`config.mk`:
```
export PLATFORM = sky130hd
export DESIGN_NAME = draw_scheduler
export DESIGN_NICKNAME = d
export VERILOG_FILES = /design/src/rtl/draw_scheduler_pkg.sv /design/src/rtl/draw_scheduler_rr_pick.sv /design/src/rtl/draw_scheduler.sv
export SDC_FILE = /design/constraint.sdc
export NUM_CORES = 1
export LEC_CHECK = 0
export ABC_CLOCK_PERIOD_IN_PS = 2200
export CORE_MARGIN = 10
export CORE_UTILIZATION = 35
export DETAILED_ROUTE_END_ITERATION = 7
export GPL_TIMING_DRIVEN = 0
export PLACE_DENSITY_LB_ADDON = 0.3
export SLEW_MARGIN = 20
export SYNTH_ARGS = -nofsm -noshare
export SYNTH_HDL_FRONTEND = slang
export SYNTH_SLANG_ARGS = --single-unit
```
`constraint.sdc`:
```
create_clock -name clk -period 2.2 [get_ports clk]
set_input_delay 0.44 -clock clk [delete_from_list [all_inputs] [get_ports clk]]
set_output_delay 0.44 -clock clk [all_outputs]
set_load 0.005 [all_outputs]
```
`src/rtl/draw_scheduler_pkg.sv`:
```
// Shared display definitions for the draw engines and the plot-port scheduler:
// coordinate/colour widths, scheduler state encoding and a round-robin index helper.
package draw_scheduler_pkg;

    localparam int COORD_W  = 9;
    localparam int COLOUR_W = 3;

    typedef enum logic [1:0] {
        S_IDLE    = 2'd0,
        S_BUSY    = 2'd1,
        S_RELEASE = 2'd2
    } sched_state_t;

    // Index reached by stepping 'offset' places up from 'last', wrapping at n.
    function automatic int rr_index(input int last, input int offset, input int n);
        return (last + offset) % n;
    endfunction

endpackage

```
`src/rtl/draw_scheduler_rr_pick.sv`:
```
// Combinational round-robin selector: the first requester found searching upward
// from last_grant+1 (with wrap-around) wins.
module rr_pick
    import draw_scheduler_pkg::*;
#(
    parameter int NUM_REQ = 4,
    parameter int GID_W   = 2
) (
    input  logic [NUM_REQ-1:0] req,
    input  logic [GID_W-1:0]   last_grant,
    output logic [GID_W-1:0]   winner,
    output logic               valid
);

    logic [GID_W-1:0]   cand_idx [NUM_REQ];
    logic [NUM_REQ-1:0] cand_hit;

    // Candidate gi is the engine gi+1 places after the previous winner.
    genvar gi;
    generate
        for (gi = 0; gi < NUM_REQ; gi++) begin : g_cand
            assign cand_idx[gi] = GID_W'(rr_index(int'(last_grant), gi + 1, NUM_REQ));
            assign cand_hit[gi] = req[cand_idx[gi]];
        end
    endgenerate

    always_comb begin
        winner = '0;
        valid  = 1'b0;
        for (int i = NUM_REQ - 1; i >= 0; i--) begin
            if (cand_hit[i]) begin
                winner = cand_idx[i];
                valid  = 1'b1;
            end
        end
    end

endmodule

```
`src/rtl/draw_scheduler.sv`:
```
// Arbitrates several draw engines onto one VGA plot port: round-robin grant,
// registered pixel forwarding while busy, one-cycle release and a busy watchdog.
module draw_scheduler
    import draw_scheduler_pkg::*;
#(
    parameter int  NUM_REQ = 4,
    parameter int  TIMEOUT = 1024,
    localparam int GID_W   = (NUM_REQ > 1) ? $clog2(NUM_REQ) : 1,
    localparam int WD_W    = (TIMEOUT > 1) ? $clog2(TIMEOUT) : 1
) (
    input  logic                          clk,
    input  logic                          resetn,
    input  logic [NUM_REQ-1:0]            req,
    input  logic [NUM_REQ-1:0]            eng_done,
    input  logic [NUM_REQ*COORD_W-1:0]    eng_x,
    input  logic [NUM_REQ*COORD_W-1:0]    eng_y,
    input  logic [NUM_REQ*COLOUR_W-1:0]   eng_colour,
    input  logic                          clr_err,
    output logic [NUM_REQ-1:0]            draw_en,
    output logic [COORD_W-1:0]            vga_x,
    output logic [COORD_W-1:0]            vga_y,
    output logic [COLOUR_W-1:0]           vga_colour,
    output logic                          plot,
    output logic                          busy,
    output logic [GID_W-1:0]              grant_id,
    output logic                          timeout_err
);

    sched_state_t         state_reg, state_next;
    logic [GID_W-1:0]     grant_reg, grant_next;
    logic [GID_W-1:0]     last_reg, last_next;
    logic [WD_W-1:0]      wdog_reg, wdog_next;
    logic                 err_reg, err_next;
    logic                 plot_reg, plot_next;
    logic [COORD_W-1:0]   x_reg, x_next, y_reg, y_next;
    logic [COLOUR_W-1:0]  col_reg, col_next;

    logic [GID_W-1:0]     pick_winner;
    logic                 pick_valid;
    logic                 granted_done;
    logic                 timeout_hit;

    logic [COORD_W-1:0]   x_arr   [NUM_REQ];
    logic [COORD_W-1:0]   y_arr   [NUM_REQ];
    logic [COLOUR_W-1:0]  col_arr [NUM_REQ];

    genvar gi;
    generate
        for (gi = 0; gi < NUM_REQ; gi++) begin : g_eng
            assign x_arr[gi]   = eng_x[gi*COORD_W +: COORD_W];
            assign y_arr[gi]   = eng_y[gi*COORD_W +: COORD_W];
            assign col_arr[gi] = eng_colour[gi*COLOUR_W +: COLOUR_W];
            assign draw_en[gi] = (state_reg == S_BUSY) && (grant_reg == GID_W'(gi));
        end
    endgenerate

    rr_pick #(
        .NUM_REQ (NUM_REQ),
        .GID_W   (GID_W)
    ) u_rr_pick (
        .req        (req),
        .last_grant (last_reg),
        .winner     (pick_winner),
        .valid      (pick_valid)
    );

    assign granted_done = eng_done[grant_reg];
    assign timeout_hit  = (wdog_reg == WD_W'(TIMEOUT - 1));

    always_comb begin
        state_next = state_reg;
        grant_next = grant_reg;
        last_next  = last_reg;
        wdog_next  = wdog_reg;
        err_next   = err_reg;
        plot_next  = 1'b0;
        x_next     = '0;
        y_next     = '0;
        col_next   = '0;

        if (clr_err) begin
            err_next = 1'b0;
        end

        case (state_reg)
            S_IDLE: begin
                if (pick_valid) begin
                    state_next = S_BUSY;
                    grant_next = pick_winner;
                    wdog_next  = '0;
                end
            end
            S_BUSY: begin
                if (granted_done) begin
                    state_next = S_RELEASE;
                    last_next  = grant_reg;
                end else if (timeout_hit) begin
                    // Timeout overrides a simultaneous clr_err.
                    state_next = S_RELEASE;
                    last_next  = grant_reg;
                    err_next   = 1'b1;
                end else begin
                    // Pixel outputs only load while the grant persists, so they read 0 outside BUSY.
                    wdog_next = wdog_reg + 1'b1;
                    plot_next = 1'b1;
                    x_next    = x_arr[grant_reg];
                    y_next    = y_arr[grant_reg];
                    col_next  = col_arr[grant_reg];
                end
            end
            S_RELEASE: begin
                state_next = S_IDLE;
            end
            default: begin
                state_next = S_IDLE;
            end
        endcase
    end

    always_ff @(posedge clk or negedge resetn) begin
        if (!resetn) begin
            state_reg <= S_IDLE;
            grant_reg <= '0;
            last_reg  <= GID_W'(NUM_REQ - 1);
            wdog_reg  <= '0;
            err_reg   <= 1'b0;
            plot_reg  <= 1'b0;
            x_reg     <= '0;
            y_reg     <= '0;
            col_reg   <= '0;
        end else begin
            state_reg <= state_next;
            grant_reg <= grant_next;
            last_reg  <= last_next;
            wdog_reg  <= wdog_next;
            err_reg   <= err_next;
            plot_reg  <= plot_next;
            x_reg     <= x_next;
            y_reg     <= y_next;
            col_reg   <= col_next;
        end
    end

    assign busy        = (state_reg != S_IDLE);
    assign grant_id    = grant_reg;
    assign timeout_err = err_reg;
    assign plot        = plot_reg;
    assign vga_x       = x_reg;
    assign vga_y       = y_reg;
    assign vga_colour  = col_reg;

endmodule
```
==> flow_summary.yaml <==
placement:
  place_congestion: 0.832
  post-place-ws_ps: -185
  dp_hpwl_mm: 5.83
  io_buffers: 124
pwr:
  internal-power_uw: 2680
  finalPower_uw: 3920
  p_seq_share_pct: 28.4
  power.clock.fraction_pct: 18.3
  power_frac_comb_pct: 53.3
  power-per-cell-area_nw_per_um2: 1060
  vdd_drop_max_v: 0.000521
  p_leak_uw: 0.00159
  p_switching_uw: 1240
  switching_share_pct: 31.7
finish:
  regArea_sq_um: 978
  largest_reg_flops: 10
  antenna_cells: 0
  final_core_utilization_pct: 61.9
  num-fill-cells: 493
  drive_gt1_share_pct: 16.0
  multi_input_area_sq_um: 1080
  final_common_cell: "clkdlybuf4s50_1"
  area_growth_syn_to_layout_pct: 71.7
  nets: 402
  layout_common_cells: "121 x clkdlybuf4s50_1, 37 x dfrtp_1, 24 x and2_1"
setup_path:
  path_depth: 4
  critPathLaunch: "state_reg[0]$_DFFE_PN0P_"
  critPathBufInv: 2
  crit_path_end_kind: "primary output"
  timing.rr.end: "vga_colour[2]$_DFF_PN0_"
  critPathMaxFanout: 9
  r2r-start: "grant_id[0]$_DFFE_PN0P_"
  startpoint_type: "flop"
  worstSetupPathType: "flop to primary output"
  r2r_slack_ps: 110
  path_cells: "nor2b_1, buf_4, and3_1, clkdlybuf4s50_1"
  required_ps: 1760
  cp_top_family: "buffers and inverters"
  arrival_ps: 1680
  r2r_cells: 7
  cp_slowest_cell: "clkdlybuf4s50_1"
  max_stage_delay_ps: 500
timing:
  hold_violations: 0
  finalCritPeriodShare_pct: 96.6
  worstMarginPinSlew_ps: 771
  max_freq_mhz: 471
  report.final.slew_viol_count: 0
  rsz0062_at_grt: "false"
  setup_violations: 0
  period_minus_slack_ps: 2120
  slew_headroom_pct: 48.6
  whs_ps: 23.6
  clock_skew_ps: 5.28
  layout_setup_ws_ps: 75.7
clock_network:
  cts_hold_buf: 0
  ctsLongestPathBuffers: 2
  cts_tree: "yes"
  clk_latency_ps: 290
  root_buffer: "clkbuf_8"
  clkSinkCount: 39
  clk_pin_slew_ps: 80
  cts.htree.levels: 2
  cts_buffers: 5
global_routing:
  antenna_found_initial: 0
  grt_use_total_pct: 14.3
  grt_start_max_net_pins: 29
  grtUsageMet3_pct: 5.64
  top_usage_layer: "met2"
  grt_first_pass_wirelength_mm: 11.1
  use_met1_pct: 15.3
  grt_pass1_vias: 2096
  overflow: 0
  use_met2_pct: 24.4
routing:
  wire_per_inst_um: 18.8
  routed_wl_mm: 7.19
  via_count: 1955
  firstDrtPassIters: 6
  drc_errors: 0
  drtIter0Drc: 92
  post_drt_via_cell_ratio: 5.12
  ant_nets: 0
floorplanning:
  pin_count: 125
  initial_utilization_pct: 36.1
  rows: 28
  coreArea_sq_um: 5960
  dieArea_sq_um: 9670
  die_w_um: 98.3
  fp.dieH_um: 98.3
min_path:
  hp-class: "primary input to asynchronous set/reset pin"
job:
  drv_cap: 0
synth:
  ys_types: 37
  synth-seq-cells: 39
  yosysWarningCount: 0
  syn_nets: 268
  synth_largest_area_cell: "dfrtp_1"
  syn_area_sq_um: 2150
  yosysSeqAreaShare_pct: 45.6
  synthTopCellsByArea: "dfrtp_1 43%, mux4_2 23%, and2_1 7.0%, dfstp_2 2.4%, a21oi_1 1.9%"
  syn_inst: 172
  avgSynthCellArea_sq_um: 12.5
  synth_top_area_share_pct: 43.1
outcome:
  status: "finished, final reports clean"
layer usage:
metal,up-vias,part of all wire [%]
met1,952,38
met5,-,0
met3,13,7.7
met4,0,2.6
li1,912,-
met2,78,51
power groups by stage:
stage               registers, uW  logic (uW)  clock network (uW)
global placement             1100        1970                   0
CTS                          1110        2060                 723
global route                 1140        2260                 753
floorplan                    1120        1090                   0
detailed placement           1120        2010                   0
finish                       1110        2090                 718
worst reg2reg max path, cell delays in order, from the launching register on:
cell     delay (ps)
dfrtp_1         400
buf_12          140
mux4_2          540
a311o_1         400
inv_2           100
buf_6           130
buf_2           180
and2_1          150
through the flow:
step | setup TNS [ps] | cells | cell area (sq um)
finish | 0 | 382 | 3690
global route | 0 | 382 | 3690
CTS | 0 | 380 | 3650
detailed placement | -3050 | 372 | 3500
global placement | -10470 | 371 | 3480
floorplan | 0 | 172 | 2150
cells by family (layout without fill, tap and decap cells):
group           after synthesis  after routing  synth area share [%]
flops                        39             39                  45.6
compound gates               30             30                  9.56
fa+ha+maj                     1              1                 0.583
buf+inv                      18            153                  4.02
mux                          25             25                  24.6
simple gates                 59             59                  15.7
worst max-delay path by stage:
stage	end	slack, ps
after floorplan	vga_colour[0]$_DFF_PN0_	290
after global placement	vga_colour[1]$_DFF_PN0_	-230
after detailed placement	vga_colour[2]$_DFF_PN0_	-180
after CTS	draw_en[1]	0.08
after global routing	draw_en[3]	2
final	draw_en[3]	80
repair_timing:
action / CTS / global route
resized for setup: 10 / 6
buffers inserted: 0 / 3
setup endpoints to repair: 4 / 17
cell type report:
cell class | instances | share of cell area, %
tap | 75 | 2.54
sequential | 39 | 26.5
timing repair buffer | 128 | 34.7
clock inverter | 3 | 1.83
buffer | 10 | 2.44
inverter | 7 | 0.713
clock buffer | 5 | 1.87
multi-input combinational | 115 | 29.4
cells in the mapped netlist, drive strengths merged:
library cell	instances
dfrtp	37
and2	24
mux4	22
a21oi	8
buf	7
inv	7
nand2	7
and3	5
nand3	5
clkbuf	4
nand2b	4
nor2	4
nor3	4
o21ai	4
a211o	3
a31oi	3
a22o	2
a41oi	2
and4	2
dfstp	2
mux2	2
nor2b	2
o21a	2
a21o	1
a311o	1
a31o	1
ha	1
mux2i	1
nand4	1
o22a	1
o22ai	1
o31a	1
or4	1
(Power assumes the default switching activity.)
